## src/rtl/pipe_stall_ctrl_pkg.sv

```systemverilog
`default_nettype none
// ============================================================================
//  Module      : pipe_stall_ctrl_pkg
//  Description : Shared types and constants for the pipeline stall
//                controller: FSM state enumeration, per-stage stall vectors
//                and stage indices into the 5-bit stall vector.
//  Revision    : 1.0 - initial release
// ============================================================================
package pipe_stall_ctrl_pkg;

   // Controller states
   typedef enum logic [1:0] {
      ST_IDLE     = 2'd0,
      ST_MDU_BUSY = 2'd1,
      ST_MEM_WAIT = 2'd2
   } state_e;

   // Stage indices into the stall vector
   localparam logic [4:0] STG_PC    = 5'd0;
   localparam logic [4:0] STG_IFID  = 5'd1;
   localparam logic [4:0] STG_IDEX  = 5'd2;
   localparam logic [4:0] STG_EXMEM = 5'd3;
   localparam logic [4:0] STG_MEMWB = 5'd4;

   // Stall vectors, 1 = hold that stage
   localparam logic [4:0] STALL_NONE    = 5'b00000;
   localparam logic [4:0] STALL_LOADUSE = 5'b00011;
   localparam logic [4:0] STALL_MDU     = 5'b00111;
   localparam logic [4:0] STALL_MEM     = 5'b01111;

endpackage : pipe_stall_ctrl_pkg
`default_nettype wire

```

## src/rtl/pipe_stall_ctrl_hazard_detect.sv

```systemverilog
`default_nettype none
// ============================================================================
//  Module      : hazard_detect
//  Description : Load-use comparator. Flags a hazard when the load in EX
//                writes a non-zero register that the instruction in ID reads.
//  Revision    : 1.0 - initial release
// ============================================================================
module hazard_detect (
   input  logic       id_ex_memread_i,
   input  logic [4:0] id_ex_rt_i,
   input  logic [4:0] if_id_rs_i,
   input  logic [4:0] if_id_rt_i,
   output logic       hazard_o
);

   // Register 0 is hard-wired, so a load into it never creates a dependency
   assign hazard_o = id_ex_memread_i && (id_ex_rt_i != 5'd0) &&
                     ((id_ex_rt_i == if_id_rs_i) || (id_ex_rt_i == if_id_rt_i));

endmodule : hazard_detect
`default_nettype wire

```

## src/rtl/pipe_stall_ctrl.sv

```systemverilog
`default_nettype none
// ============================================================================
//  Module      : pipe_stall_ctrl
//  Description : Pipeline stall controller. Arbitrates memory-wait, multi-
//                cycle multiply/divide and load-use stalls (in that priority)
//                and counts stalled cycles. The MDU path is compiled in only
//                when the macro PIPE_STALL_MDU_EN is defined.
//  Revision    : 1.0 - initial release
// ============================================================================
module pipe_stall_ctrl
   import pipe_stall_ctrl_pkg::*;
#(
   parameter int MDU_LAT     = 4,
   parameter int MEM_TIMEOUT = 255
) (
   input  logic        clk,
   input  logic        reset,
   input  logic        id_ex_memread,
   input  logic [4:0]  id_ex_rt,
   input  logic [4:0]  if_id_rs,
   input  logic [4:0]  if_id_rt,
   input  logic        ex_mdu_start,
   input  logic        mem_req,
   input  logic        mem_ready,
   output logic [4:0]  stall,
   output logic        mdu_busy,
   output logic        mem_err,
   output logic [31:0] stall_cycles
);

   localparam logic [4:0] c_mdu_load = 5'(MDU_LAT - 1);
   localparam logic [7:0] c_mem_to   = 8'(MEM_TIMEOUT);

   state_e      state_q, state_d;
   state_e      ret_q, ret_d;
   state_e      home;
   logic [4:0]  mdu_cnt_q, mdu_cnt_d;
   logic [7:0]  mem_cnt_q, mem_cnt_d;
   logic [7:0]  mem_cnt_nx;
   logic        mem_err_q, mem_err_d;
   logic [31:0] stall_cnt_q, stall_cnt_d;
   logic [4:0]  stall_raw;
   logic        hazard;
   logic        mem_stall;
   logic        mdu_start;

   hazard_detect u_hazard (
      .id_ex_memread_i (id_ex_memread),
      .id_ex_rt_i      (id_ex_rt),
      .if_id_rs_i      (if_id_rs),
      .if_id_rt_i      (if_id_rt),
      .hazard_o        (hazard)
   );

`ifdef PIPE_STALL_MDU_EN
   assign mdu_start = ex_mdu_start;
   assign mdu_busy  = (state_q == ST_MDU_BUSY);
`else
   logic unused_mdu_start;
   assign unused_mdu_start = ex_mdu_start;
   assign mdu_start        = 1'b0;
   assign mdu_busy         = 1'b0;
`endif

   // Once the timeout flag is set the memory is treated as never stalling
   assign mem_stall = mem_req && !mem_ready && !mem_err_q;

   // Next-state and stall arbitration: base stall from state, memory overrides
   always_comb begin
      state_d    = state_q;
      ret_d      = ret_q;
      mdu_cnt_d  = mdu_cnt_q;
      mem_cnt_d  = '0;
      mem_err_d  = mem_err_q;
      stall_raw  = STALL_NONE;
      home       = ST_IDLE;
      mem_cnt_nx = 8'd1;

      case (state_q)
         ST_IDLE: begin
            home = ST_IDLE;
            if (mdu_start && !mem_stall) begin
               stall_raw = STALL_MDU;
               mdu_cnt_d = c_mdu_load;
               state_d   = ST_MDU_BUSY;
            end else if (hazard) begin
               stall_raw = STALL_LOADUSE;
            end
         end
         ST_MDU_BUSY: begin
            if (mdu_cnt_q > 5'd1) begin
               home      = ST_MDU_BUSY;
               stall_raw = STALL_MDU;
               mdu_cnt_d = mdu_cnt_q - 5'd1;
            end else begin
               home    = ST_IDLE;
               state_d = ST_IDLE;
               if (hazard) stall_raw = STALL_LOADUSE;
            end
         end
         ST_MEM_WAIT: begin
            // The MDU keeps counting down while the memory holds the pipe
            home    = ret_q;
            state_d = ret_q;
            if ((ret_q == ST_MDU_BUSY) && (mdu_cnt_q > 5'd1)) begin
               stall_raw = STALL_MDU;
               mdu_cnt_d = mdu_cnt_q - 5'd1;
            end else if (hazard) begin
               stall_raw = STALL_LOADUSE;
            end
         end
         default: begin
            state_d = ST_IDLE;
         end
      endcase

      if (mem_stall) begin
         stall_raw  = STALL_MEM;
         mem_cnt_nx = ((state_q == ST_MEM_WAIT) ? mem_cnt_q : 8'd0) + 8'd1;
         if (mem_cnt_nx == c_mem_to) begin
            mem_err_d = 1'b1;
            state_d   = home;
         end else begin
            mem_cnt_d = mem_cnt_nx;
            ret_d     = home;
            state_d   = ST_MEM_WAIT;
         end
      end

      stall_cnt_d = stall_cnt_q;
      if ((stall_raw != STALL_NONE) && (stall_cnt_q != 32'hFFFF_FFFF))
         stall_cnt_d = stall_cnt_q + 32'd1;
   end

   // Stall is forced low while reset is held
   assign stall        = reset ? stall_raw : STALL_NONE;
   assign mem_err      = mem_err_q;
   assign stall_cycles = stall_cnt_q;

   // State and counter registers, cleared asynchronously by reset
   always_ff @(posedge clk or negedge reset) begin
      if (!reset) begin
         state_q     <= ST_IDLE;
         ret_q       <= ST_IDLE;
         mdu_cnt_q   <= '0;
         mem_cnt_q   <= '0;
         mem_err_q   <= 1'b0;
         stall_cnt_q <= '0;
      end else begin
         state_q     <= state_d;
         ret_q       <= ret_d;
         mdu_cnt_q   <= mdu_cnt_d;
         mem_cnt_q   <= mem_cnt_d;
         mem_err_q   <= mem_err_d;
         stall_cnt_q <= stall_cnt_d;
      end
   end

endmodule : pipe_stall_ctrl
`default_nettype wire

```

## config.mk

```make
export PLATFORM = sky130hd
export DESIGN_NAME = pipe_stall_ctrl
export DESIGN_NICKNAME = d
export VERILOG_FILES = /design/src/rtl/pipe_stall_ctrl_pkg.sv /design/src/rtl/pipe_stall_ctrl_hazard_detect.sv /design/src/rtl/pipe_stall_ctrl.sv
export SDC_FILE = /design/constraint.sdc
export NUM_CORES = 1
export LEC_CHECK = 0
export BUFFER_PORTS_ARGS = -buffer_cell sky130_fd_sc_hd__clkbuf_2
export CORE_AREA = 10 10 120 122
export CTS_CLUSTER_SIZE = 30
export DETAILED_ROUTE_END_ITERATION = 8
export DIE_AREA = 0 0 130 132
export PLACE_DENSITY = 0.53
export SETUP_SLACK_MARGIN = 0.05
export SYNTH_ARGS = -nofsm -noshare
export SYNTH_HDL_FRONTEND = slang
export SYNTH_SLANG_ARGS = --single-unit
```

## constraint.sdc

```tcl
create_clock -name clk -period 2.35 [get_ports clk]
set_input_delay 0.235 -clock clk [delete_from_list [all_inputs] [get_ports clk]]
set_output_delay 0.235 -clock clk [all_outputs]
set_load 0.03 [all_outputs]
```

==> summary.txt, run 1 <==
Run status
  – Status: completed

Global route
  – Vias in the first global route: 2381
  – Total global routing track utilization: 8.62%
  – Antenna violations before repair: 0
  – Met2 GRT Util: 14.0%
  – Met3 Usage GRT: 1.89%
  – GRT overflow: 0
  – First-pass GRT wire length: 12300 um
  – Met1 Track Usage GR: 10.9%
  – GR peak layer: met2
  – Largest net degree at the start of global routing: 51

STA
  – Final max-slew violation count: 0
  – Tcrit/Tclk final: 95.5%
  – Worst relative slew slack: 56.8%
  – Finish-stage setup viols: 0
  – Unrepaired setup endpoints after global routing: true
  – Skew final: 5.85 ps
  – Post-layout min period: 2240 ps
  – Setup TNS: 0 ps
  – F_max: 445 MHz
  – Final Hold Fails: 0
  – Worst hold slack: 184 ps
  – Worst-margin pin slew: 647 ps

Placed design
  – RePlAce Congestion: 0.812
  – Dpl hpwl: 5510 um
  – Placed cells: 506
  – I/O Buffers: 56
  – Area post-placement: 0.00352 mm^2

Clocking
  – Clk Latency, worst-skew pair: 290 ps
  – Root Driver: clkbuf_16
  – CTS buffer count: 5
  – Post-CTS Hold Buffers: 0
  – CTS tree: yes
  – Clock slew at reported path FFs: 70 ps
  – Htree depth: 2
  – Max clock buf depth: 2
  – Clock sink count: 50

Floorplan
  – Die Area: 0.0172 mm^2
  – Core area: 0.0119 mm^2
  – Initial cell density of the core: 24.5%
  – Die Ht: 132 um
  – I/O pins: 60
  – Core Rows: 40
  – Chip width: 130 um

Power
  – Leakage power: 0.00182 uW
  – Worst vdd ir: 0.000338 V
  – PD cells: 716 mW/mm^2

Synthesis
  – Ys flop type: dfrtp_1
  – Register bit total from synthesis: 50
  – Area of the mapped netlist: 0.00292 mm^2
  – Commonest cells in the netlist: 50 x dfrtp_1, 42 x xor2_1, 24 x nor3_1
  – Synth top area share: 42.9%
  – Count leader, synth: dfrtp_1
  – Cells after Synth: 292
  – Netlist cell types: 55
  – Seq/Total Area, Yosys: 42.9%
  – Ys Warns: 0
  – Synth area leader: dfrtp_1
  – Largest cells by area after synthesis: dfrtp_1 43%, xor2_1 13%, nor3_1 4.1%
  – Post-synth EDFFs: 0
  – Asr flop ratio synth: 100%
  – Syn_area_per_cell: 10.0 um^2

Routing
  – Routed len/inst: 14.4 um
  – Post-Route WL: 7530 um
  – Initial DRC count: 95
  – Via count: 2389
  – Via density: 4.57
  – DRT antenna net count: 0
  – DR pass1 iterations: 4
  – DRC viols: 0

Worst setup path
  – CP max stage cell: dfrtp_1
  – Largest delay share family, worst path: simple AND/OR/NAND/NOR gates
  – Critical path class: reg -> reg
  – Buffers and inverters on the worst path: 3
  – Kind of end point of the critical path: flip-flop
  – Worst setup SP type: flip-flop
  – CP required: 2530 ps
  – Crit-path max FO: 11
  – Crit-path cells: inv_2 -> ha_4 -> and3b_1 -> or2_2 -> a31oi_4 -> o21ai_2 -> buf_4 -> nand2_4 -> buf_12 -> nor2b_4 -> mux2_4
  – Crit path largest cell delay: 370 ps
  – Worst path arrival time: 2430 ps

Final layout
  – Final instance area: 0.00396 mm^2
  – Ant. Diodes: 0
  – Area delta synth->final: 35.7%
  – Final Non-Filler Cells: 523
  – Layout cells sized above 1: 35.6%
  – Final nets: 405

Worst hold path
  – Hold Path Class: in -> async

Run
  – Maxcap violations: 0
[layout by cell type (no fill, tap or decap), types with 2 or more instances in the layout]
cell	instances
a21oi_1	2
and2_1	3
and3_1	3
and4_1	4
buf_12	2
buf_4	24
buf_6	2
buf_8	2
clkbuf_16	6
clkbuf_2	54
conb_1	2
dfrtp_1	50
ha_1	6
ha_4	2
inv_1	12
inv_2	3
nand2_1	16
nand2_4	2
nand3_1	18
nand4_1	10
nor2_1	19
nor2b_1	3
nor3_1	24
nor4_2	4
nor4_4	4
nor4b_4	3
o211ai_1	3
o21ai_1	3
xnor2_1	8
xor2_1	42
[kinds of logic after synthesis]
kind of cell,share of synthesized area (%)
AOI/OAI and AO/OA,4.72
adders and majority gates,3.86
other,0.128
muxes,0.857
and+or+nand+nor,28.5
buffers and inverters,4.11
DFF,42.9
xor gates and xnor gates,15.0
[metal layers]
layer,vias up,routed length (um)
met5,-,0
met4,0,87
met3,9,255
met2,33,3710
met1,1165,3480
li1,1182,-
[path summary, 6_finish.rpt]
kind                            slack, ps    startpoint  cells past startpoint                to
worst max-delay path                  110    state_q[0]                     11   stall_cycles[1]
worst min-delay path                  180         reset                      2  stall_cycles[22]
worst max register to register        110    state_q[0]                     11   stall_cycles[1]
worst min register to register        480  mdu_cnt_q[4]                      1      mdu_cnt_q[4]
max in group asynchronous            1730         reset                      2      mdu_cnt_q[3]
min in group clk                      430     mem_ready                      5           mem_err
[repair_timing]
| action | CTS | global route |
|---|---|---|
| endpoints found under the setup margin | 13 | 24 |
| gates cloned | 0 | 2 |
| setup buffers | 1 | 6 |
| pin swaps | 0 | 11 |
| resized for setup | 11 | 27 |
[flip-flops by register name, indices dropped and copies added, names as in the netlist]
name,cells
stall_cycles,32
mem_cnt_q,8
mdu_cnt_q,5
ret_q,2
state_q,2
mem_err,1
[area by class of cell]
| class | instances | area (um^2) |
|---|---|---|
| flip-flops and latches | 50 | 1250 |
| fillers | 1222 | 7950 |
| clock buffers | 7 | 143 |
| clock inverters | 1 | 5.00 |
| repair buffers | 85 | 568 |
| multi-input cells | 218 | 1750 |
| inverters | 15 | 56.3 |
| well taps | 147 | 184 |
[per-stage QoR]
stage	power [uW]	worst slack, ps	util (%)
floorplan	1630	59.1	-
global placement	1950	50.3	29.5
detailed placement	1960	-1.06	29.5
CTS	2740	56.2	31.3
global route	3000	39.6	33.2
finish	2830	105	33.2
[power by group]
part / switching [uW] / internal, uW / total [uW]
combinational: 622 / 408 / 1030
clock: 317 / 423 / 740
sequential: 113 / 951 / 1060
(Power assumes the default switching activity.)
==> run 2, diff against run 1 <==
- SETUP_SLACK_MARGIN: 0.05 -> 0.5
==> run 2 against run 1 <==
  * Total power increased by 21%
  * Via count rose by 9.3%
  * Register-to-register slack improved by 40 ps
  * Final cell count up 5.9%
  * First-iteration DRC count is 14% higher
  * Largest power group is now combinational cells
==> summary.txt, run 2 (synthesis results as in run 1) <==
Power
  – Combinational fraction of design power: 40.1% (was 36.4%)
  – Pint: 2180 uW (was 1780 uW)
  – Worst vdd ir: 0.000407 V (was 0.000338 V)
  – PD cells: 718 mW/mm^2 (was 716 mW/mm^2)
  – Leakage power: 0.00220 uW (was 0.00182 uW)
  – Total net switching power: 1240 uW (was 1050 uW)
  – Clock share of power: 28.5% (was 26.1%)
  – Reg power frac: 31.4% (was 37.6%)
  – Net Sw Frac: 36.2% (was 37.1%)

Final layout
  – Final core occ: 39.9% (was 33.2%)
  – Final nets: 436 (was 405)
  – Fill cell count: 1140 (was 1222)
  – Largest register FFs: 32 (unchanged)
  – Ant. Diodes: 0 (unchanged)
  – Layout cells sized above 1: 51.1% (was 35.6%)
  – Most frequent cells in the layout: 53 x clkbuf_2, 42 x xor2_1, 38 x dfrtp_1, 35 x buf_4, 18 x nand3_1 (was 54 x clkbuf_2, 50 x dfrtp_1, 42 x xor2_1, 24 x nor3_1, 24 x buf_4)
  – Seq. cell area: 0.00127 mm^2 (was 0.00125 mm^2)
  – Area taken by multi-input logic gates: 0.00211 mm^2 (was 0.00175 mm^2)
  – Most common cell after layout, fill and taps aside: clkbuf_2 (unchanged)
  – Area delta synth->final: 63.0% (was 35.7%)

Clocking
  – Root Driver: clkbuf_16 (unchanged)
  – CTS buffer count: 5 (unchanged)
  – Max clock buf depth: 2 (unchanged)
  – Htree depth: 2 (unchanged)
  – Clock slew at reported path FFs: 70 ps (about the same)
  – CTS tree: yes (unchanged)
  – Clock sink count: 50 (unchanged)
  – Clk Latency, worst-skew pair: 290 ps (about the same)

Routing
  – Via count: 2611 (was 2389)
  – Via density: 4.71 (was 4.57)
  – DRT antenna net count: 0 (unchanged)
  – Routed len/inst: 15.2 um (was 14.4 um)
  – DRC viols: 0 (unchanged)
  – Post-Route WL: 8420 um (was 7530 um)
  – Initial DRC count: 108 (was 95)
  – DR pass1 iterations: 4 (unchanged)

Worst setup path
  – Critical path origin: state_q[1] (was state_q[0])
  – Worst reg2reg endpoint: stall_cycles[1] (unchanged)
  – Crit-path max FO: 5 (was 11)
  – CP required: 2120 ps (was 2530 ps)
  – R2R cell count: 13 (was 11)
  – Worst setup SP type: flip-flop (unchanged)
  – R2R Path Start: state_q[1] (was state_q[0])
  – Worst R2R Setup Slack: 150 ps (was 110 ps)
  – Kind of end point of the critical path: primary output (was flip-flop)
  – Worst path arrival time: 1970 ps (was 2430 ps)
  – Critical path class: reg -> out (was reg -> reg)

Worst hold path
  – Hold Path Class: in -> async (unchanged)

Run status
  – Status: completed (unchanged)

Global route
  – GRT overflow: 0 (unchanged)
  – First-pass GRT wire length: 14200 um (was 12300 um)
  – Antenna violations before repair: 0 (unchanged)
  – Largest net degree at the start of global routing: 51 (unchanged)
  – Total global routing track utilization: 10.1% (was 8.62%)
  – Vias in the first global route: 2730 (was 2381)

Placed design
  – RePlAce Congestion: 0.758 (was 0.812)
  – Dpl hpwl: 5630 um (was 5510 um)
  – I/O Buffers: 56 (unchanged)

STA
  – Final Hold Fails: 0 (unchanged)
  – Skew final: 8.41 ps (was 5.85 ps)
  – Unrepaired setup endpoints after global routing: true (unchanged)
  – F_max: 453 MHz (was 445 MHz)
  – Finish-stage setup viols: 0 (unchanged)
  – Worst relative slew slack: 56.1% (was 56.8%)
  – Worst-margin pin slew: 659 ps (was 647 ps)
  – Tcrit/Tclk final: 94.0% (was 95.5%)
  – Post-layout min period: 2210 ps (was 2240 ps)
  – Setup TNS: 0 ps (unchanged)
  – Final max-slew violation count: 0 (unchanged)

Floorplan
  – Die Area: 0.0172 mm^2 (unchanged)
  – Die Ht: 132 um (unchanged)
  – Core Rows: 40 (unchanged)
  – Chip width: 130 um (unchanged)
  – Initial cell density of the core: 24.5% (unchanged)
  – I/O pins: 60 (unchanged)
  – Core area: 0.0119 mm^2 (unchanged)

Run
  – Maxcap violations: 0 (unchanged)
run 2: changes by cell type in the layout (fill, tap and decap cells not counted), moves of 11 or more:
cell,delta
nor3_1,-18
nor3_4,+16
buf_6,+15
dfrtp_1,-12
dfrtp_2,+12
buf_4,+11
run 2: power groups by stage:
stage / clock, uW / combinational, uW / sequential, uW
floorplan: 0 / 543 / 1210
global placement: 0 / 939 / 1090
detailed placement: 0 / 951 / 1090
CTS: 989 / 1280 / 1070
global route: 1020 / 1470 / 1090
finish: 973 / 1370 / 1070
run 2: layout make-up:
type	count	share of cell area (%)
inverters	15	1.24
flip-flops and latches	50	26.6
repair buffers	115	19.7
clock buffers	6	2.92
multi-input cells	219	44.4
well taps	147	3.87
clock inverters	2	1.26
run 2: metrics by stage:
| stage | std cells | total power [uW] | hold WS, ps | cell area (um^2) | worst slack, ps |
|---|---|---|---|---|---|
| 2_1_floorplan | 293 | 1760 | -60.6 | 3310 | 118 |
| 3_3_place_gp | 504 | 2030 | 458 | 3810 | 39.9 |
| 3_5_place_dp | 504 | 2040 | 467 | 3810 | -3.60 |
| 4_1_cts | 542 | 3350 | 256 | 4580 | 134 |
| 5_1_grt | 554 | 3590 | 302 | 4760 | 33.6 |
| 6_report | 554 | 3420 | 203 | 4760 | 141 |
run 2: timing repair:
| item | CTS | global route |
|---|---|---|
| gates resized for setup | 49 | 24 |
| pin swaps | 36 | 45 |
| hold buffers | 0 | 0 |
| gates cloned | 5 | 0 |
| setup buffers | 25 | 12 |
| setup endpoints to repair | 47 | 49 |
run 2: layer usage:
layer  track usage [%]  wire, um  vias to the layer above
li1                  -         -                     1250
met1              12.9      3720                     1290
met2              16.4      4160                       63
met3              2.74       462                        8
met4              2.06        70                        0
met5                 0         0                        -
run 2: worst max path at each step:
| stage | end | cells past startpoint |
|---|---|---|
| after floorplan | mem_cnt_q[5] | 10 |
| after global placement | mem_cnt_q[5] | 9 |
| after detailed placement | mem_cnt_q[5] | 11 |
| after CTS | mem_cnt_q[5] | 8 |
| after global routing | mem_cnt_q[5] | 10 |
| final | stall[0] | 9 |
run 2: worst max-delay path: stages, from the launching register on:
cell      delay [ps]
dfrtp_1          410
buf_6            140
inv_4             40
ha_4             150
buf_6            110
or2_4            230
a31oi_4          170
o21ai_2          100
and3_4           170
clkbuf_8         160
